[src/rtl/uart_pkg.sv]
// uart_pkg: shared UART constants, baud-generator state type and divisor math.
// Divisors are evaluated at elaboration time only; no run-time dividers are built.
package uart_pkg;

    localparam logic [2:0] BAUD_9600   = 3'd0;
    localparam logic [2:0] BAUD_19200  = 3'd1;
    localparam logic [2:0] BAUD_38400  = 3'd2;
    localparam logic [2:0] BAUD_57600  = 3'd3;
    localparam logic [2:0] BAUD_115200 = 3'd4;

    localparam int unsigned RATE_9600   = 9600;
    localparam int unsigned RATE_19200  = 19200;
    localparam int unsigned RATE_38400  = 38400;
    localparam int unsigned RATE_57600  = 57600;
    localparam int unsigned RATE_115200 = 115200;

    typedef enum logic [1:0] {
        ST_IDLE = 2'd0,
        ST_RUN  = 2'd1,
        ST_DONE = 2'd2
    } baud_state_t;

    typedef struct packed {
        int unsigned div;
        int unsigned half;
        int unsigned os_div;
    } baud_div_t;

    // Bit divisor rounds to nearest so the long-run rate error stays minimal;
    // the oversample divisor floors so 16 strobes always fit inside one bit.
    function automatic baud_div_t calc_div(input int unsigned clk_hz, input int unsigned baud);
        baud_div_t d;
        d.div    = (clk_hz + baud / 2) / baud - 1;
        d.half   = d.div / 2;
        d.os_div = clk_hz / (16 * baud) - 1;
        return d;
    endfunction

endpackage

[src/rtl/uart_baud_lut.sv]
// uart_baud_lut: combinational baud_sel -> {div, half, os_div} lookup.
// The os_div port exists only when UART_BAUD_OS_EN is defined.
module uart_baud_lut
    import uart_pkg::*;
#(
    parameter int unsigned CLK_HZ = 50_000_000,
    parameter int          CNT_W  = 16
) (
    input  logic [2:0]       baud_sel,
`ifdef UART_BAUD_OS_EN
    output logic [CNT_W-1:0] os_div,
`endif
    output logic [CNT_W-1:0] div,
    output logic [CNT_W-1:0] half
);

    localparam baud_div_t D0 = calc_div(CLK_HZ, RATE_9600);
    localparam baud_div_t D1 = calc_div(CLK_HZ, RATE_19200);
    localparam baud_div_t D2 = calc_div(CLK_HZ, RATE_38400);
    localparam baud_div_t D3 = calc_div(CLK_HZ, RATE_57600);
    localparam baud_div_t D4 = calc_div(CLK_HZ, RATE_115200);

    // Codes 5..7 fall through to the 9600 default.
    always_comb begin
        div  = CNT_W'(D0.div);
        half = CNT_W'(D0.half);
        case (baud_sel)
            BAUD_19200: begin
                div  = CNT_W'(D1.div);
                half = CNT_W'(D1.half);
            end
            BAUD_38400: begin
                div  = CNT_W'(D2.div);
                half = CNT_W'(D2.half);
            end
            BAUD_57600: begin
                div  = CNT_W'(D3.div);
                half = CNT_W'(D3.half);
            end
            BAUD_115200: begin
                div  = CNT_W'(D4.div);
                half = CNT_W'(D4.half);
            end
            default: ;
        endcase
    end

`ifdef UART_BAUD_OS_EN
    always_comb begin
        os_div = CNT_W'(D0.os_div);
        case (baud_sel)
            BAUD_19200:  os_div = CNT_W'(D1.os_div);
            BAUD_38400:  os_div = CNT_W'(D2.os_div);
            BAUD_57600:  os_div = CNT_W'(D3.os_div);
            BAUD_115200: os_div = CNT_W'(D4.os_div);
            default: ;
        endcase
    end
`endif

endmodule

[src/rtl/uart_baud_gen.sv]
// uart_baud_gen: run-time selectable baud tick generator with bit/frame tracking.
// Optional 16x oversample strobe is built when UART_BAUD_OS_EN is defined.
module uart_baud_gen
    import uart_pkg::*;
#(
    parameter int unsigned CLK_HZ     = 50_000_000,
    parameter int          CNT_W      = 16,
    parameter int          FRAME_BITS = 10
) (
    input  logic       clk,
    input  logic       rst_n,
    input  logic       bps_start,
    input  logic [2:0] baud_sel,
    output logic       busy,
    output logic       tick_mid,
    output logic       tick_end,
    output logic       tick_os,
    output logic [3:0] bit_idx,
    output logic       frame_done
);

    // state | meaning
    // IDLE  | counters clear, waiting for bps_start; rate is latched on exit
    // RUN   | counting bit periods with the latched rate
    // DONE  | frame complete, parked until bps_start drops

    localparam logic [3:0] LAST_IDX = 4'(FRAME_BITS - 1);

    baud_state_t      state;
    baud_state_t      state_nxt;
    logic [CNT_W-1:0] cnt;
    logic [CNT_W-1:0] div_r;
    logic [CNT_W-1:0] half_r;
    logic [CNT_W-1:0] lut_div;
    logic [CNT_W-1:0] lut_half;
    logic             run_active;
    logic             load_rate;
    logic             cnt_wrap;
    logic             last_bit;
    logic             mid_d;
    logic             end_d;
    logic             done_d;
`ifdef UART_BAUD_OS_EN
    logic [CNT_W-1:0] lut_os;
    logic [CNT_W-1:0] os_r;
    logic [CNT_W-1:0] os_cnt;
    logic             os_hit;
    logic             tick_os_r;
`endif

    uart_baud_lut #(
        .CLK_HZ (CLK_HZ),
        .CNT_W  (CNT_W)
    ) u_lut (
        .baud_sel (baud_sel),
`ifdef UART_BAUD_OS_EN
        .os_div   (lut_os),
`endif
        .div      (lut_div),
        .half     (lut_half)
    );

    assign cnt_wrap = (cnt == div_r);
    assign last_bit = (bit_idx == LAST_IDX);

    always_ff @(posedge clk or negedge rst_n) begin
        if (!rst_n) begin
            state <= ST_IDLE;
        end else begin
            state <= state_nxt;
        end
    end

    always_comb begin
        state_nxt = state;
        case (state)
            ST_IDLE: if (bps_start) state_nxt = ST_RUN;
            ST_RUN: begin
                if (!bps_start) begin
                    state_nxt = ST_IDLE;
                end else if (cnt_wrap && last_bit) begin
                    state_nxt = ST_DONE;
                end
            end
            ST_DONE: if (!bps_start) state_nxt = ST_IDLE;
            default: state_nxt = ST_IDLE;
        endcase
    end

    // Abort wins: a low bps_start in RUN suppresses every strobe on that edge.
    always_comb begin
        busy       = (state != ST_IDLE);
        load_rate  = (state == ST_IDLE) && bps_start;
        run_active = (state == ST_RUN) && bps_start;
        mid_d      = run_active && (cnt == half_r);
        end_d      = run_active && cnt_wrap;
        done_d     = end_d && last_bit;
    end

    always_ff @(posedge clk or negedge rst_n) begin
        if (!rst_n) begin
            cnt        <= '0;
            bit_idx    <= '0;
            div_r      <= '0;
            half_r     <= '0;
            tick_mid   <= 1'b0;
            tick_end   <= 1'b0;
            frame_done <= 1'b0;
        end else begin
            tick_mid   <= mid_d;
            tick_end   <= end_d;
            frame_done <= done_d;
            if (load_rate) begin
                div_r  <= lut_div;
                half_r <= lut_half;
            end
            if (run_active) begin
                if (cnt_wrap) begin
                    cnt     <= '0;
                    bit_idx <= last_bit ? 4'd0 : bit_idx + 4'd1;
                end else begin
                    cnt <= cnt + CNT_W'(1);
                end
            end else begin
                cnt     <= '0;
                bit_idx <= '0;
            end
        end
    end

`ifdef UART_BAUD_OS_EN
    assign os_hit = (os_cnt == os_r);

    // Clearing on every bit wrap keeps the oversample phase locked to bit boundaries.
    always_ff @(posedge clk or negedge rst_n) begin
        if (!rst_n) begin
            os_r      <= '0;
            os_cnt    <= '0;
            tick_os_r <= 1'b0;
        end else begin
            if (load_rate) begin
                os_r <= lut_os;
            end
            tick_os_r <= run_active && os_hit;
            if (!run_active || cnt_wrap || os_hit) begin
                os_cnt <= '0;
            end else begin
                os_cnt <= os_cnt + CNT_W'(1);
            end
        end
    end

    assign tick_os = tick_os_r;
`else
    assign tick_os = 1'b0;
`endif

endmodule
[config.mk]
export PLATFORM = sky130hd
export DESIGN_NAME = uart_baud_gen
export DESIGN_NICKNAME = d
export VERILOG_FILES = /design/src/rtl/uart_pkg.sv /design/src/rtl/uart_baud_lut.sv /design/src/rtl/uart_baud_gen.sv
export SDC_FILE = /design/constraint.sdc
export NUM_CORES = 1
export LEC_CHECK = 0
export BUFFER_PORTS_ARGS = -buffer_cell sky130_fd_sc_hd__buf_2
export CORE_UTILIZATION = 55
export DETAILED_ROUTE_END_ITERATION = 8
export GPL_TIMING_DRIVEN = 1
export MAX_ROUTING_LAYER = met4
export PLACE_DENSITY = 0.85
export SLEW_MARGIN = 0
export SYNTH_ARGS = -nofsm -noshare
export SYNTH_HDL_FRONTEND = slang
export SYNTH_SLANG_ARGS = --single-unit
[constraint.sdc]
create_clock -name clk -period 3.3 [get_ports clk]
set_clock_uncertainty 0.2 [all_clocks]
set_input_delay 0.495 -clock clk [delete_from_list [all_inputs] [get_ports clk]]
set_output_delay 0.495 -clock clk [all_outputs]
set_load 0.01 [all_outputs]
* After elaboration in Yosys (flattened, before gate mapping)
Index checks and enable logic that the tools add are counted.
** Operators by class
- Reductions and logical operators :: 9
- Muxes and demuxes :: 12
- Equality and inequality tests :: 13
- $add $sub $neg :: 2
** Operator list (count)
- 13-bit one-hot mux with 4 select lines :: 1
- 12-bit one-hot mux with 4 select lines :: 1
- 16-bit equality test :: 2
- 16-bit two-way mux :: 2
- 16-bit by 1-bit adder with 16-bit output (second input constant) :: 1
- 4-bit two-way mux :: 3
- 2-bit two-way mux :: 4
- 3-bit by 2-bit equality test with 1-bit output (second input constant) :: 2
- 1-bit logical AND :: 6
- 2-bit one-hot mux with 3 select lines :: 1
- 4-bit by 1-bit adder with 4-bit output (second input constant) :: 1
- 4-bit equality test (second input constant) :: 1
- 2-bit != test (second input constant) :: 2
- 3-bit by 1-bit equality test with 1-bit output (second input constant) :: 1
- 3-bit equality test (second input constant) :: 1
- 3-bit != test (second input constant) :: 1
- 3-bit AND reduction :: 1
- 2-bit by 1-bit equality test with 1-bit output (second input constant) :: 1
- 2-bit equality test (second input constant) :: 1
- 2-bit zero test :: 1
- 2-bit by 1-bit != test with 1-bit output (second input constant) :: 1
- 2-bit nonzero test :: 1
** Storage, ports and cells
- Bits of input ports :: 6
- Logic and storage cells :: 44
- Register bits :: 57
- Output and inout bits :: 9

* Logic depth before layout (Yosys ltp)
Gate-level depths: netlist of the first run.
- Depth in word-level cells :: 5
- Mapped depth :: 7

* Cells and area by module
A second synthesis of the first run with hierarchy kept.
** Second synthesis, totals
- Cells, all modules :: 275
- Area total of the unflattened synthesis :: 2994.1 sq um
** By module, submodules not included
- uart_baud_gen :: cells each 236, sequential area each 1426.4 sq um, times used 1, area an instance 2730.1 sq um
- uart_baud_lut :: cells each 39, sequential area each 0.0 sq um, times used 1, area an instance 264.0 sq um

* Worst setup path before layout of the first run
OpenSTA, ideal clock, no wires.
- Path type :: register to register
- Start :: reg cnt[0]
- End :: reg bit_idx[3]
- Path buffers :: 0
- Period minus slack after synthesis :: 1.915 ns
- Data arrival time :: 1.638 ns
- Slack :: 1.385 ns
- Stages on the path, launching flop included :: 6
- Library setup time :: 0.078 ns
- Path through :: dfrtp_1 nor2b_4 nor4_4 nand3_4 or4_1 a21oi_1
** Between the ends
- Cells in the longest elaborated chain, start to end :: 2
** RTL lines
- start: declaration :: line uart_baud_gen.sv:31 : logic [CNT_W-1:0] cnt;
- start signal: assignment :: line uart_baud_gen.sv:122 : cnt <= cnt + CNT_W'(1);
- 16-bit equality test :: line uart_baud_gen.sv:63 : assign cnt_wrap = (cnt == div_r);
- 2-bit by 1-bit != test with 1-bit output (no source line)
- end signal: assignment :: line uart_baud_gen.sv:120 : bit_idx <= last_bit ? 4'd0 : bit_idx + 4'd1;
- end: declaration :: line uart_baud_gen.sv:18 : output logic [3:0] bit_idx,
Every way passes these cells.
A chain may end at the register's enable or synchronous reset.

* Final worst setup path of the first run
- Start :: reg cnt[0]
- End :: reg cnt[10]
** Between the ends
- Cells in the longest elaborated chain, start to end :: 3
- Elaborated cells on any way between the ends :: 4
- Those cells by class :: add/sub (1); eq/ne (1); mux (2)
** RTL lines
- 16-bit by 1-bit adder with 16-bit output / 16-bit equality test (equally long branches) :: line uart_baud_gen.sv:122, uart_baud_gen.sv:63
- 16-bit two-way mux (*) :: line uart_baud_gen.sv:118 : if (cnt_wrap) begin
- 16-bit two-way mux (*) :: line uart_baud_gen.sv:117 : if (run_active) begin
Mark *: on every way between the ends. The rest lies on a longest branch, timed or not.

==> impl_results.rst, run 1 <==
.. list-table::
   :header-rows: 1

   * - Metric
     - Value
   * - Average wire per cell in the routed design
     - 13.4 um
   * - First-pass DRT Iterations
     - 5
   * - Critical path class
     - flip-flop to flip-flop
   * - Leakage component of the power
     - 0.000898 uW
   * - Dominant combinational cell family by area after synthesis
     - simple AND/OR/NAND/NOR gates
   * - Number of antenna violations at the first check in global routing
     - 0
   * - Maximum clock insertion buffer count
     - 2
   * - Total of endpoints with negative setup slack in the final report
     - 0
   * - XOR/XNOR Fraction of Synth Area
     - 0.122
   * - Share of layout cells above drive strength 1
     - 0.143
   * - Overall die height
     - 62.4 um
   * - Top library cells by usage in the layout, fill and taps aside
     - 36 x sky130_fd_sc_hd__dfrtp_1, 34 x sky130_fd_sc_hd__nor2_1, 21 x sky130_fd_sc_hd__xnor2_1, 17 x sky130_fd_sc_hd__nand2_1, 13 x sky130_fd_sc_hd__buf_2
   * - Destination of the worst register-to-register timing path
     - cnt[10]
   * - Detail Route Antenna Nets
     - 0
   * - Type of the most critical hold path
     - input port to async pin
   * - Share of the synthesized area in compound gates (AO/OA/AOI/OAI)
     - 0.0841
   * - Pre-CTS setup slack
     - 1.14 ns
   * - Gr ovfl total
     - 0
   * - Post-Synthesis Mean Instance Area
     - 9.52 sq um
   * - Count of cell types in the netlist
     - 42
   * - Number of hold buffers added after cts
     - 0
   * - Post-layout util
     - 0.628
   * - Worst Setup End Kind
     - flip-flop
   * - Shortest clock period the worst path allows after layout
     - 2.15 ns
   * - Clk Latency, worst-skew pair
     - 0.33 ns
   * - Post-detailed-route via-to-cell ratio
     - 5.46
   * - Maximum VDD drop
     - 0.300 mV
   * - Startpoint of the most critical register-to-register path
     - cnt[0]
   * - Share of the yosys chip area belonging to registers
     - 0.448
   * - Slew at the pin closest to its max-slew limit
     - 0.758 ns
   * - Count of input and output buffers
     - 13
   * - H-tree lvl count
     - 2
   * - Total number of clock tree sinks
     - 36
   * - Flip-flop and latch count after synthesis
     - 36
   * - Startpoint Class
     - flip-flop
   * - Initial standard-cell utilization of the core
     - 0.588
   * - Cell count after synthesis
     - 211
   * - Root Buffer Master
     - sky130_fd_sc_hd__clkbuf_4
   * - Overall fraction of global-route tracks in use
     - 0.218
   * - Number of diodes added for antenna fixing
     - 0
   * - Std-Cell Rows
     - 21
   * - Number of pins exceeding their max-slew limit in the final report
     - 0
   * - Multiplexer share of the synthesized area
     - 0
   * - Crit Path Max Fanout
     - 16
   * - Total via count in the routed design
     - 1468
   * - Result of the run
     - finished clean
   * - Net count of the finished layout
     - 232
   * - Detailed-placement wirelength estimate
     - 2770 um
   * - Share of the clock period used by the worst path
     - 0.652
   * - Slew headroom
     - 0.495
   * - Most frequent standard cell in the layout excluding fill and tap cells
     - sky130_fd_sc_hd__dfrtp_1
   * - Core Footprint
     - 3420 sq um
   * - Post-CTS clock slew at the launch and capture registers of the worst setup and hold paths
     - 0.10 ns
   * - PostCTS Resize Cnt
     - 0
   * - Drt first-iter violations
     - 52
   * - Total power per unit cell area
     - 419 nW/um^2
   * - Vias in the first global route
     - 1335
   * - Worst reg-to-reg setup slack
     - 1.15 ns
   * - Number of DRC violations after detailed routing
     - 0
   * - Syn-to-layout area delta
     - 6.72%
   * - GP Congestion
     - 0.891
   * - Maximum number of pins on one net before global-route repair
     - 37
   * - Arrival time of the worst setup path
     - 2.14 ns
   * - Syn nets
     - 220
   * - Placed Instance Area
     - 2080 sq um
   * - Netlist area before placement
     - 2010 sq um
   * - Simple-gate area share of the yosys netlist
     - 0.288
   * - Yosys warns
     - 0
   * - Post-route cell area
     - 2140 sq um
   * - Max Clock Freq
     - 0.465 GHz
   * - First-pass GRT wire length
     - 6280 um
   * - Width of the die
     - 62.4 um
   * - I/O pin total
     - 15
   * - Total wirelength of the detailed-routed design
     - 3610 um
   * - Worst hold-check slack
     - 0.0290 ns
   * - Setup TNS
     - 0 ns
   * - Synthesized-area fraction occupied by adder cells
     - 0.0187
   * - Number of buffers created by CTS
     - 5
   * - Clock tree from TritonCTS
     - yes
   * - Total count of hold-check failures in the final report
     - 0
   * - Post-CTS setup-driven buffer insertion count
     - 0
   * - Total Die Area
     - 3900 sq um
   * - Number of max-capacitance violations reported
     - 0
   * - Worst R2R Path Depth
     - 5
   * - Unrepaired setup endpoints after global routing
     - false
   * - Required time of the critical path
     - 3.29 ns
   * - Setup slack after layout
     - 1.15 ns
## area by class of cell
cell class	instances	area, sq um
multi-input combinational	161	1030
inverter	6	22.5
sequential	36	901
tap	46	57.6
timing repair buffer	13	65.1
clock buffer	7	65.1
fill	297	1270
## flip-flops by register name, indices dropped and copies added, names as in the netlist
name        cells
cnt            16
half_r         10
bit_idx         4
state           2
div_r           1
frame_done      1
tick_end        1
tick_mid        1
## synth_stat cells, drive strengths merged
cell / count / area share
clkbuf: 2 / 0.0037
nor2: 34 / 0.064
a32o: 1 / 0.0050
and4: 1 / 0.0044
or2: 1 / 0.0031
a21oi: 6 / 0.015
nand4: 6 / 0.019
conb: 1 / 0.0019
nand2b: 6 / 0.019
o21ai: 5 / 0.014
and3: 6 / 0.019
nor2b: 8 / 0.029
a21o: 1 / 0.0037
o31ai: 3 / 0.011
or4: 2 / 0.0075
o21a: 1 / 0.0037
o2111ai: 1 / 0.013
inv: 6 / 0.011
dfrtp: 36 / 0.45
buf: 6 / 0.022
a31oi: 1 / 0.0031
and2: 2 / 0.0062
o2111a: 2 / 0.012
o22ai: 1 / 0.0031
nand2: 18 / 0.037
xor2: 7 / 0.031
xnor2: 21 / 0.092
nand3: 12 / 0.036
nor3: 8 / 0.025
ha: 3 / 0.019
nor4: 2 / 0.014
or3: 1 / 0.0056
## through the flow
stage,total power (uW),cells
2_1_floorplan,615,211
3_3_place_gp,651,262
3_5_place_dp,657,262
4_1_cts,909,269
5_1_grt,948,269
6_report,899,269
## worst max-delay path by stage
stage,start,end,slack (ns),cells after the start
floorplan,cnt[0],bit_idx[3],1.38,5
global placement,cnt[0],cnt[15],1.22,5
detailed placement,cnt[0],cnt[13],1.14,5
CTS,cnt[0],cnt[10],1.12,5
global route,cnt[1],cnt[2],1.00,5
finish,cnt[0],cnt[10],1.15,5
## worst max-delay path, stage by stage (launching register included)
cell and delay (ns):
sky130_fd_sc_hd__dfrtp_1 0.48, sky130_fd_sc_hd__nor2b_4 0.17, sky130_fd_sc_hd__nor4_4 0.35, sky130_fd_sc_hd__nand3_4 0.15
sky130_fd_sc_hd__o21ai_2 0.55, sky130_fd_sc_hd__nor2_1 0.12
## power by group
group | leakage (uW) | switching, uW | internal (uW) | total, uW
Sequential | 0.000473 | 38.9 | 467 | 506
Clock | 0.0000374 | 130 | 121 | 251
Combinational | 0.000387 | 80.8 | 61.1 | 142
Total | 0.000898 | 250 | 649 | 899
## layer usage
metal,wire (um),global-route usage,up-vias
met2,1700,0.337,34
met3,166,0.0511,5
met5,0,-,-
li1,-,-,740
met4,52,0.0785,0
met1,1690,0.280,689
## cells by family (layout without fill, tap and decap cells)
group,count (synthesis),count (layout)
and+or+nand+nor,107,107
DFF,36,36
xor gates and xnor gates,28,28
AOI/OAI and AO/OA,22,22
buffers and inverters,14,26
adders and majority gates,3,3
other,1,1
Note: power is estimated with default switching activity, not from simulation.
==> run 2, diff against run 1 <==
--- a/config.mk
+++ b/config.mk
@@ -6,7 +6,7 @@
 export NUM_CORES = 1
 export LEC_CHECK = 0
 export BUFFER_PORTS_ARGS = -buffer_cell sky130_fd_sc_hd__buf_2
-export CORE_UTILIZATION = 55
+export CORE_UTILIZATION = 53
 export DETAILED_ROUTE_END_ITERATION = 8
 export GPL_TIMING_DRIVEN = 1
 export MAX_ROUTING_LAYER = met4
==> constraint.sdc (replaced) <==
create_clock -name clk -period 1.95 [get_ports clk]
set_clock_uncertainty 0.2 [all_clocks]
set_input_delay 0.2925 -clock clk [delete_from_list [all_inputs] [get_ports clk]]
set_output_delay 0.2925 -clock clk [all_outputs]
set_load 0.01 [all_outputs]
==> run 2 against run 1 <==
Critical path depth rose by 1; sequential share of layout area shrank 7.5 points; fmax is 11% higher; count of clock-buffer cells in the layout fell by 2; flip-flop and latch count unchanged; global-route usage increased by 7.0 points; register-to-register slack worse by 1.1 ns; power grew 140%; wire length up 45%; sequential power grew 66%.
==> impl_results.rst, run 2 (synthesized netlist as in run 1, its figures left out) <==
.. list-table::
   :header-rows: 1

   * - Metric
     - Value
   * - Result of the run
     - finished clean
   * - Count of input and output buffers
     - 13 (unchanged)
   * - Average wire per cell in the routed design
     - 16.8 um (+25%)
   * - Overall fraction of global-route tracks in use
     - 0.287 (+0.0699)
   * - Pre-CTS setup slack
     - 0.00511 ns (-1.13 ns)
   * - Unrepaired setup endpoints after global routing
     - true
   * - Critical path class
     - flip-flop to flip-flop
   * - Detail Route Antenna Nets
     - 0 (unchanged)
   * - Number of diodes added for antenna fixing
     - 0 (unchanged)
   * - Number of max-capacitance violations reported
     - 0 (unchanged)
   * - Share of layout cells above drive strength 1
     - 0.300 (+0.157)
   * - Length of routed wiring on met1
     - 2170 um (+28%)
   * - Net count of the finished layout
     - 271 (+17%)
   * - Area occupied by registers
     - 902 sq um (+0.14%)
   * - Type of the most critical hold path
     - input port to flip-flop
   * - Total of endpoints with negative setup slack in the final report
     - 0 (unchanged)
   * - Worst Setup End Kind
     - flip-flop
   * - Largest reg by FF count
     - cnt
   * - GP Congestion
     - 0.989 (+11%)
   * - Total count of hold-check failures in the final report
     - 0 (unchanged)
   * - Clk Latency, worst-skew pair
     - 0.30 ns (-0.03 ns)
   * - Critical Path, Cell by Cell
     - buf_6, nand2b_1, o2111a_2, o2111ai_4, or4_4, a21oi_2
   * - Syn-to-layout area delta
     - 30.0%
   * - Post-layout util
     - 0.714 (+0.0858)
   * - Total via count in the routed design
     - 1747 (+19%)
   * - Filler cells
     - 241 (-19%)
   * - Overall die height
     - 63.6 um (+1.8%)
   * - Clock tree from TritonCTS
     - yes
   * - Number of flip-flops under the largest register name
     - 16 (unchanged)
   * - Number of buffers created by CTS
     - 5 (unchanged)
   * - Max Clock Freq
     - 0.515 GHz (+11%)
   * - First-pass GRT wire length
     - 8290 um (+32%)
   * - Detailed route wirelength on metal3
     - 363 um (+120%)
   * - Uppermost layer routed
     - met4
   * - H-tree lvl count
     - 2 (unchanged)
   * - Total Die Area
     - 4040 sq um (+3.7%)
   * - Total wirelength of the detailed-routed design
     - 5220 um (+45%)
   * - First-pass DRT Iterations
     - 6 (+1)
   * - Shortest clock period the worst path allows after layout
     - 1.94 ns (-0.207 ns)
   * - Core Footprint
     - 3660 sq um (+7.2%)
   * - Top library cells by usage in the layout, fill and taps aside
     - 35 x sky130_fd_sc_hd__dfrtp_1, 35 x sky130_fd_sc_hd__buf_4, 34 x sky130_fd_sc_hd__nor2_1, 20 x sky130_fd_sc_hd__xnor2_1, 17 x sky130_fd_sc_hd__nand2_1
   * - Startpoint Class
     - flip-flop
   * - Post-CTS clock slew at the launch and capture registers of the worst setup and hold paths
     - 0.08 ns (-0.02 ns)
   * - Number of pins exceeding their max-slew limit in the final report
     - 0 (unchanged)
   * - Std-Cell Rows
     - 22 (+4.8%)
   * - Longest individual stage delay on the worst path
     - 0.55 ns (about the same)
   * - Drt first-iter violations
     - 153 (+190%)
   * - Leakage component of the power
     - 0.00116 uW (+29%)
   * - Biggest regs
     - cnt: 16 flops, half_r: 10 flops, bit_idx: 4 flops
   * - Gr ovfl total
     - 0 (unchanged)
   * - Maximum number of pins on one net before global-route repair
     - 20 (-46%)
   * - Number of DRC violations after detailed routing
     - 0 (unchanged)
   * - Detailed-placement wirelength estimate
     - 3410 um (+23%)
   * - Area used by multi-input combinational logic
     - 1080 sq um (+4.5%)
   * - Number of antenna violations at the first check in global routing
     - 0 (unchanged)
   * - Share of the clock period used by the worst path
     - 0.997 (+0.345)
   * - Crit Path Max Fanout
     - 6 (-10)
   * - Initial standard-cell utilization of the core
     - 0.549 (-0.0394)
   * - Required time of the critical path
     - 1.98 ns (-1.31 ns)
   * - Maximum clock insertion buffer count
     - 2 (unchanged)
   * - Post-detailed-route via-to-cell ratio
     - 5.62 (+2.9%)
   * - Arrival time of the worst setup path
     - 1.98 ns (-0.16 ns)
   * - Setup slack after layout
     - 0.00638 ns (-1.14 ns)
   * - Width of the die
     - 63.6 um (+1.8%)
   * - I/O pin total
     - 15 (unchanged)
   * - Total power per unit cell area
     - 835 nW/um^2 (+99%)
   * - Worst reg-to-reg setup slack
     - 0.006 ns (-1.14 ns)
   * - Root Buffer Master
     - sky130_fd_sc_hd__clkbuf_8
   * - Setup TNS
     - 0 ns (unchanged)
   * - Total number of clock tree sinks
     - 36 (unchanged)
   * - Vias in the first global route
     - 1644 (+23%)
   * - Worst path slowest cell
     - sky130_fd_sc_hd__or4_4
   * - Sum of met2 wire segment lengths after detailed routing
     - 2460 um (+44%)
   * - Maximum VDD drop
     - 0.714 mV (+140%)
==> run 2: worst paths after layout <==
path,from,endpoint,cells past startpoint
worst max register to register,cnt[1],bit_idx[3],6
worst min register to register,cnt[15],cnt[15],2
min in group asynchronous,rst_n,frame_done,2
worst min-delay path,bps_start,state[1],2
worst max-delay path,cnt[1],bit_idx[3],6
max in group asynchronous,rst_n,half_r[5],3
==> run 2: layout make-up <==
type / count / area share
Sequential cell: 36 / 0.345
Inverter: 6 / 0.00862
Multi-Input combinational cell: 161 / 0.413
Clock buffer: 5 / 0.0263
Timing Repair Buffer: 52 / 0.149
Clock inverter: 3 / 0.0345
Tap cell: 48 / 0.0230
==> run 2: routing by layer <==
metal  global-route usage  vias to the layer above
li1                     -                      813
met1                0.371                      816
met2                0.416                       96
met3               0.0616                       22
met4                0.162                        0
met5                    -                        -
==> run 2: power by group <==
part	total (uW)	switching [uW]	internal [uW]
logic	425	215	209
registers	838	47.3	791
clock network	918	278	640
==> run 2: timing repair <==
action,CTS,global route
endpoints found under the hold margin,17,0
hold buffers,1,0
pin swaps,3,4
resized for setup,5,7
buffers inserted,6,1
setup endpoints to repair,1,21
==> run 2: critical path, delay by kind of cell (launching register included) <==
family | cells | cell delay [ns]
AOI/OAI and AO/OA | 3 | 0.55
DFF | 1 | 0.36
and+or+nand+nor | 2 | 0.65
buffers and inverters | 1 | 0.13
==> run 2: metrics by stage <==
| stage | hold WS [ns] | total power [uW] | cell area [sq um] | cells |
|---|---|---|---|---|
| floorplan | -0.203 | 1040 | 2010 | 211 |
| global placement | 0.0536 | 1200 | 2340 | 295 |
| detailed placement | 0.0569 | 1210 | 2340 | 295 |
| CTS | 0.0621 | 2170 | 2570 | 310 |
| global route | 0.0660 | 2270 | 2610 | 311 |
| finish | 0.0685 | 2180 | 2610 | 311 |
